`src/rtl/integrator_pkg.sv`:
```
// Shared types and helpers for the windowed integrator (states, mode encodings, width helper).
package integrator_pkg;

  typedef enum logic [1:0] {
    IDLE,
    LOAD,
    ACCUM,
    HOLD
  } state_t;

  localparam logic MODE_BLOCK = 1'b0;
  localparam logic MODE_SLIDE = 1'b1;

  function automatic int out_width(input int word_size, input int samples);
    return word_size + $clog2(samples);
  endfunction

endpackage

```
`src/rtl/integrator_window_ctrl.sv`:
```
// Window controller: FSM, sample counter, buffer pointer, restart/mode-change detect and valid.
module integrator_window_ctrl
  import integrator_pkg::*;
#(
  parameter int SAMPLES = 4,
  parameter int CNT_W   = $clog2(SAMPLES)
) (
  input  logic             clock,
  input  logic             reset,
  input  logic             enable,
  input  logic             mode,
  output logic             load,
  output logic             acc_en,
  output logic             sub_en,
  output logic             valid_next,
  output logic [CNT_W-1:0] wr_ptr,
  output logic [CNT_W-1:0] sample_cnt,
  output logic             valid_out
);

  localparam logic [CNT_W-1:0] LAST = CNT_W'(SAMPLES - 1);

  state_t           state_q, state_d;
  logic             mode_q, mode_d;
  logic [CNT_W-1:0] cnt_q, cnt_d;
  logic [CNT_W-1:0] ptr_q, ptr_d;
  logic             valid_q;
  logic             mode_chg;

  assign mode_chg = (mode != mode_q);

  // A consumed sample is either a restart (load) or a continuation (acc_en); cnt saturating
  // at LAST doubles as the "window filled" flag for both valid and the sliding subtraction.
  always_comb begin
    state_d    = state_q;
    mode_d     = mode_q;
    cnt_d      = cnt_q;
    ptr_d      = ptr_q;
    valid_next = 1'b0;
    load       = 1'b0;
    acc_en     = 1'b0;
    sub_en     = 1'b0;
    if (enable) begin
      mode_d = mode;
      unique case (state_q)
        IDLE, LOAD: load = 1'b1;
        ACCUM:      load = mode_chg;
        HOLD:       load = mode_chg || (mode == MODE_BLOCK);
      endcase
      if (load) begin
        cnt_d   = '0;
        ptr_d   = CNT_W'(1);
        state_d = ACCUM;
      end else begin
        acc_en  = 1'b1;
        sub_en  = (cnt_q == LAST);
        cnt_d   = (cnt_q == LAST) ? LAST : cnt_q + CNT_W'(1);
        ptr_d   = (ptr_q == LAST) ? '0 : ptr_q + CNT_W'(1);
        state_d = ((mode == MODE_BLOCK) && (cnt_d == LAST)) ? LOAD : ACCUM;
      end
      valid_next = (cnt_d == LAST);
    end else if (state_q == ACCUM) begin
      state_d = HOLD;
    end
  end

  always_ff @(posedge clock) begin
    if (reset) begin
      state_q <= IDLE;
      mode_q  <= MODE_BLOCK;
      cnt_q   <= '0;
      ptr_q   <= '0;
      valid_q <= 1'b0;
    end else begin
      state_q <= state_d;
      mode_q  <= mode_d;
      cnt_q   <= cnt_d;
      ptr_q   <= ptr_d;
      valid_q <= valid_next;
    end
  end

  assign wr_ptr     = ptr_q;
  assign sample_cnt = cnt_q;
  assign valid_out  = valid_q;

endmodule

```
`src/rtl/integrator_window_dpc.sv`:
```
// Block / sliding-window integrator datapath (accumulator + sample ring buffer).
// Optional INTEGRATOR_AVG_EN adds a registered window average output data_avg.
module integrator_window_dpc
  import integrator_pkg::*;
#(
  parameter int WORD_SIZE = 3,
  parameter int SAMPLES   = 4,
  parameter int CNT_W     = $clog2(SAMPLES),
  parameter int OUT_W     = out_width(WORD_SIZE, SAMPLES)
) (
  input  logic                 clock,
  input  logic                 reset,
  input  logic                 enable,
  input  logic                 mode,
  input  logic [WORD_SIZE-1:0] data_in,
  output logic [OUT_W-1:0]     data_out,
`ifdef INTEGRATOR_AVG_EN
  output logic [WORD_SIZE-1:0] data_avg,
`endif
  output logic                 valid_out,
  output logic [CNT_W-1:0]     sample_cnt
);

  if (SAMPLES < 2 || SAMPLES > 64) begin : g_bad_samples
    $error("SAMPLES must be in 2..64");
  end

  logic                 load, acc_en, sub_en, valid_next;
  logic [CNT_W-1:0]     wr_ptr, widx;
  logic [OUT_W-1:0]     acc_q, acc_d;
  logic [WORD_SIZE-1:0] buf_q [SAMPLES];
  logic [WORD_SIZE-1:0] buf_d [SAMPLES];

  integrator_window_ctrl #(
    .SAMPLES(SAMPLES),
    .CNT_W  (CNT_W)
  ) u_ctrl (
    .clock     (clock),
    .reset     (reset),
    .enable    (enable),
    .mode      (mode),
    .load      (load),
    .acc_en    (acc_en),
    .sub_en    (sub_en),
    .valid_next(valid_next),
    .wr_ptr    (wr_ptr),
    .sample_cnt(sample_cnt),
    .valid_out (valid_out)
  );

  assign widx = load ? '0 : wr_ptr;

  always_comb begin
    acc_d = acc_q;
    buf_d = buf_q;
    if (load) begin
      acc_d = OUT_W'(data_in);
    end else if (acc_en) begin
      acc_d = acc_q + OUT_W'(data_in) - (sub_en ? OUT_W'(buf_q[wr_ptr]) : '0);
    end
    if (load || acc_en) begin
      buf_d[widx] = data_in;
    end
  end

  always_ff @(posedge clock) begin
    if (reset) begin
      acc_q <= '0;
      for (int unsigned i = 0; i < SAMPLES; i++) begin
        buf_q[i] <= '0;
      end
    end else begin
      acc_q <= acc_d;
      buf_q <= buf_d;
    end
  end

  assign data_out = acc_q;

`ifdef INTEGRATOR_AVG_EN
  if ((1 << $clog2(SAMPLES)) != SAMPLES) begin : g_bad_avg
    $error("INTEGRATOR_AVG_EN requires SAMPLES to be a power of two");
  end

  logic [WORD_SIZE-1:0] data_avg_q, data_avg_d;

  assign data_avg_d = valid_next ? acc_d[OUT_W-1:CNT_W] : data_avg_q;

  always_ff @(posedge clock) begin
    if (reset) data_avg_q <= '0;
    else       data_avg_q <= data_avg_d;
  end

  assign data_avg = data_avg_q;
`endif

endmodule

```
`config.mk`:
```
export PLATFORM = sky130hd
export DESIGN_NAME = integrator_window_dpc
export DESIGN_NICKNAME = d
export VERILOG_FILES = /design/src/rtl/integrator_pkg.sv /design/src/rtl/integrator_window_ctrl.sv /design/src/rtl/integrator_window_dpc.sv
export SDC_FILE = /design/constraint.sdc
export NUM_CORES = 1
export LEC_CHECK = 0
export BUFFER_PORTS_ARGS = -buffer_cell sky130_fd_sc_hd__buf_2
export CAP_MARGIN = 40
export CORE_AREA = 2 2 45 78
export DETAILED_ROUTE_END_ITERATION = 10
export DIE_AREA = 0 0 47 80
export GPL_TIMING_DRIVEN = 0
export PLACE_DENSITY = 0.72
export SKIP_CTS_REPAIR_TIMING = 1
export SLEW_MARGIN = 20
export SYNTH_ARGS = -nofsm -noshare
export SYNTH_HDL_FRONTEND = slang
export SYNTH_SLANG_ARGS = --single-unit
```
`constraint.sdc`:
```
create_clock -name clock -period 4.55 [get_ports clock]
set_input_delay 0.91 -clock clock [delete_from_list [all_inputs] [get_ports clock]]
set_output_delay 0.91 -clock clock [all_outputs]
set_load 0.03 [all_outputs]
```
==> impl_results.md <==
* IO Pins at 15
* Hold_sp: data_out[1]$_SDFFE_PP0P_
* Hold Vio Cnt, Final at 0
* Setup-failing EPs final at 0
* PD cells at 295.7 nW/um^2
* Post-synthesis sequential area ratio at 0.3663
* Final HPWL DP at 2168 um
* Crit-path max FO at 7
* CTS tree: yes
* Initial antenna violation count at 0
* Slew headroom at 0.6600
* R2r setup slk at 1190 ps
* GRT Util Overall at 0.1635
* Primary FF master, synth: dfxtp_1
* Async SR Flop Fraction at 0
* Setup TNS at 0 ps
* Die width at 47 um
* Clock Skew at 1.991 ps
* Most common cell after layout, fill and taps aside: dfxtp_1
* R2R Path End: data_out[4]$_SDFFE_PP0P_
* Rows at 27
* Pin count of the biggest net entering global routing at 15
* Period minus WS final at 3801 ps
* Design area at 1526 um^2
* MaxCap Viol Count at 0
* Cts bufs inserted at 3
* Worst hold endpoint: data_out[1]$_SDFFE_PP0P_
* Cell Chain, Critical Path: buf_2 > ha_1 > nor2_1 > o21a_1 > buf_6 > nand4_1 > nor2b_1 > ha_1 > inv_1 > ha_1 > inv_1 > fa_1 > nand2b_1 > a21oi_1 > xnor2_1 > mux2_2 > a21oi_1
* CP startpoint kind: primary input
* Worst vdd ir at 0.1755 mV
* # DRC at 0
* Post-route ant nets at 0
* CP Data Arrival Time at 4010 ps
* FMAX at 263.1 MHz
* Iteration-0 DRC Markers at 13
* CTS Sinks at 25
* YS warnings at 0
* N_diodes at 0
* Area Growth Syn to Fin at 11.72%
* Die area at 3760 um^2
* # H-tree levels at 1
* Cell family with most CP delay: adder cells
* Final Cycle Share at 0.8354
* Fin cells at 205
* Worst-margin pin slew at 509.9 ps
* Hold Slack at 470.7 ps
* Routed Wire Length at 2685 um
* Placer Congestion at 0.8148
* Tot Pwr at 451.4 uW
* Core area at 3108 um^2
* Outcome: complete, no violations
* Vias per cell at 5.102
* Post-synth EDFFs at 0
* Grt total ovfl at 0
* Pleak at 0.0006745 uW
* WP depth at 17
* Dpl cells at 201
* Initial Util at 0.4396
* Die Y at 80 um
* Mapped Area at 1366 um^2
* RSZ-0062 raised after global routing: false
* Reg2reg path depth at 16
* Critical path buffers and inverters at 4
* Most frequent cells in the layout: dfxtp_1, nor2_1, mux2i_1
* Drt wl/cell at 13.10 um
* Cell mode on critical path: ha_1
* Yosys cell types at 33
* Syn_nets at 163
* Post-Synthesis Cells at 146
* DR vias at 1046
* CP endpoint kind: register
* Final Max Slew Viols at 0
* IO Port Bufs at 12
* Drt pass-1 iters at 4
* HP Class: reg2reg
* Share of cells above drive strength 1 at 0.1728
* Clk root buf: clkbuf_8
* Insertion delay to the later sink of the worst-skew pair at 270 ps
* CP Data Required Time at 4760 ps
* Seq cells post-synth at 25
* Slowest CP cell: fa_1
* Clock tree buffer depth at 2
* Setup CP Type: in2reg
* First-pass GRT wire length at 4340 um
* Syn avg cell area at 9.358 um^2
* Area after DPL at 1480 um^2
* Final-stage net count at 180
* Worst r2r src: u_ctrl.mode_q$_SDFFE_PP0P_
* Number of global-route vias before repair at 1034
* Clock-pin slew on the worst setup and hold paths at 90 ps
* Hold Path Cell Cnt at 2
* Max incr delay on CP at 460 ps
## Yosys cell counts, types with 3 or more instances
cell	instances	area, um^2
mux2i_1	15	150.1
clkbuf_1	3	11.26
a211oi_1	3	22.52
dfxtp_1	25	500.5
fa_1	3	60.06
nand2_1	7	26.28
a21oi_1	9	45.04
ha_1	7	87.58
inv_1	13	48.80
nand3_1	5	25.02
nor2b_1	3	18.77
xnor2_1	3	26.28
mux4_2	3	67.56
nor2_1	24	90.09
## layout make-up
| class | count | area [um^2] |
|---|---|---|
| well taps | 43 | 53.80 |
| fillers | 327 | 1582 |
| clock buffers | 3 | 41.29 |
| inverters | 14 | 52.55 |
| clock inverters | 1 | 5.005 |
| flip-flops and latches | 25 | 500.5 |
| plain buffers | 8 | 43.79 |
| multi-input cells | 99 | 769.5 |
| repair buffers | 12 | 60.06 |
## kinds of logic (layout without fill, tap and decap cells)
| group | count (synthesis) | count (layout) | synth area share |
|---|---|---|---|
| adder cells (fa/ha/maj) | 10 | 10 | 0.1081 |
| flip-flops | 25 | 25 | 0.3663 |
| buffers and inverters | 22 | 38 | 0.07051 |
| AND/OR/NAND/NOR | 48 | 48 | 0.1731 |
| XOR/XNOR | 3 | 3 | 0.01923 |
| AO/OA/AOI/OAI | 19 | 19 | 0.09524 |
| multiplexers | 19 | 19 | 0.1676 |
## sequential cells by signal, indices dropped and copies added (netlist names)
name / count
u_ctrl.valid_out: 1
u_ctrl.state_q: 2
u_ctrl.sample_cnt: 2
u_ctrl.mode_q: 1
buf_q: 12
data_out: 5
u_ctrl.wr_ptr: 2
## where the power goes
group          switching [uW]  leakage, uW  internal, uW
logic                    50.1     0.000445          36.7
clock network            71.8    0.0000255          61.4
registers                5.12     0.000204           226
## per-layer routing
metal,part of all wire,global-route usage
met5,0,0
met4,0.021,0.07500
met3,0.023,0.02715
met2,0.57,0.3041
met1,0.38,0.1612
## through the flow
| step | util | setup WS, ps |
|---|---|---|
| after global routing | 0.4911 | 574.9 |
| after detailed placement | 0.4762 | 440.3 |
| after floorplan | - | 879.7 |
| after CTS | 0.4911 | 703.2 |
| after global placement | 0.4762 | 507.7 |
| final | 0.4911 | 749.1 |
## worst max-delay path by stage
stage,from,to
after detailed placement,mode,data_out[4]$_SDFFE_PP0P_
after global placement,mode,data_out[4]$_SDFFE_PP0P_
after global routing,mode,data_out[4]$_SDFFE_PP0P_
after CTS,mode,data_out[4]$_SDFFE_PP0P_
final,mode,data_out[4]$_SDFFE_PP0P_
after floorplan,mode,data_out[4]$_SDFFE_PP0P_
## tightest hold or removal path, delay by kind of cell (launching register included)
kind            cells  cell delay [ps]
compound gates      1               50
flops               1              330
simple gates        1               60
Power figures use the tool's default switching activity.
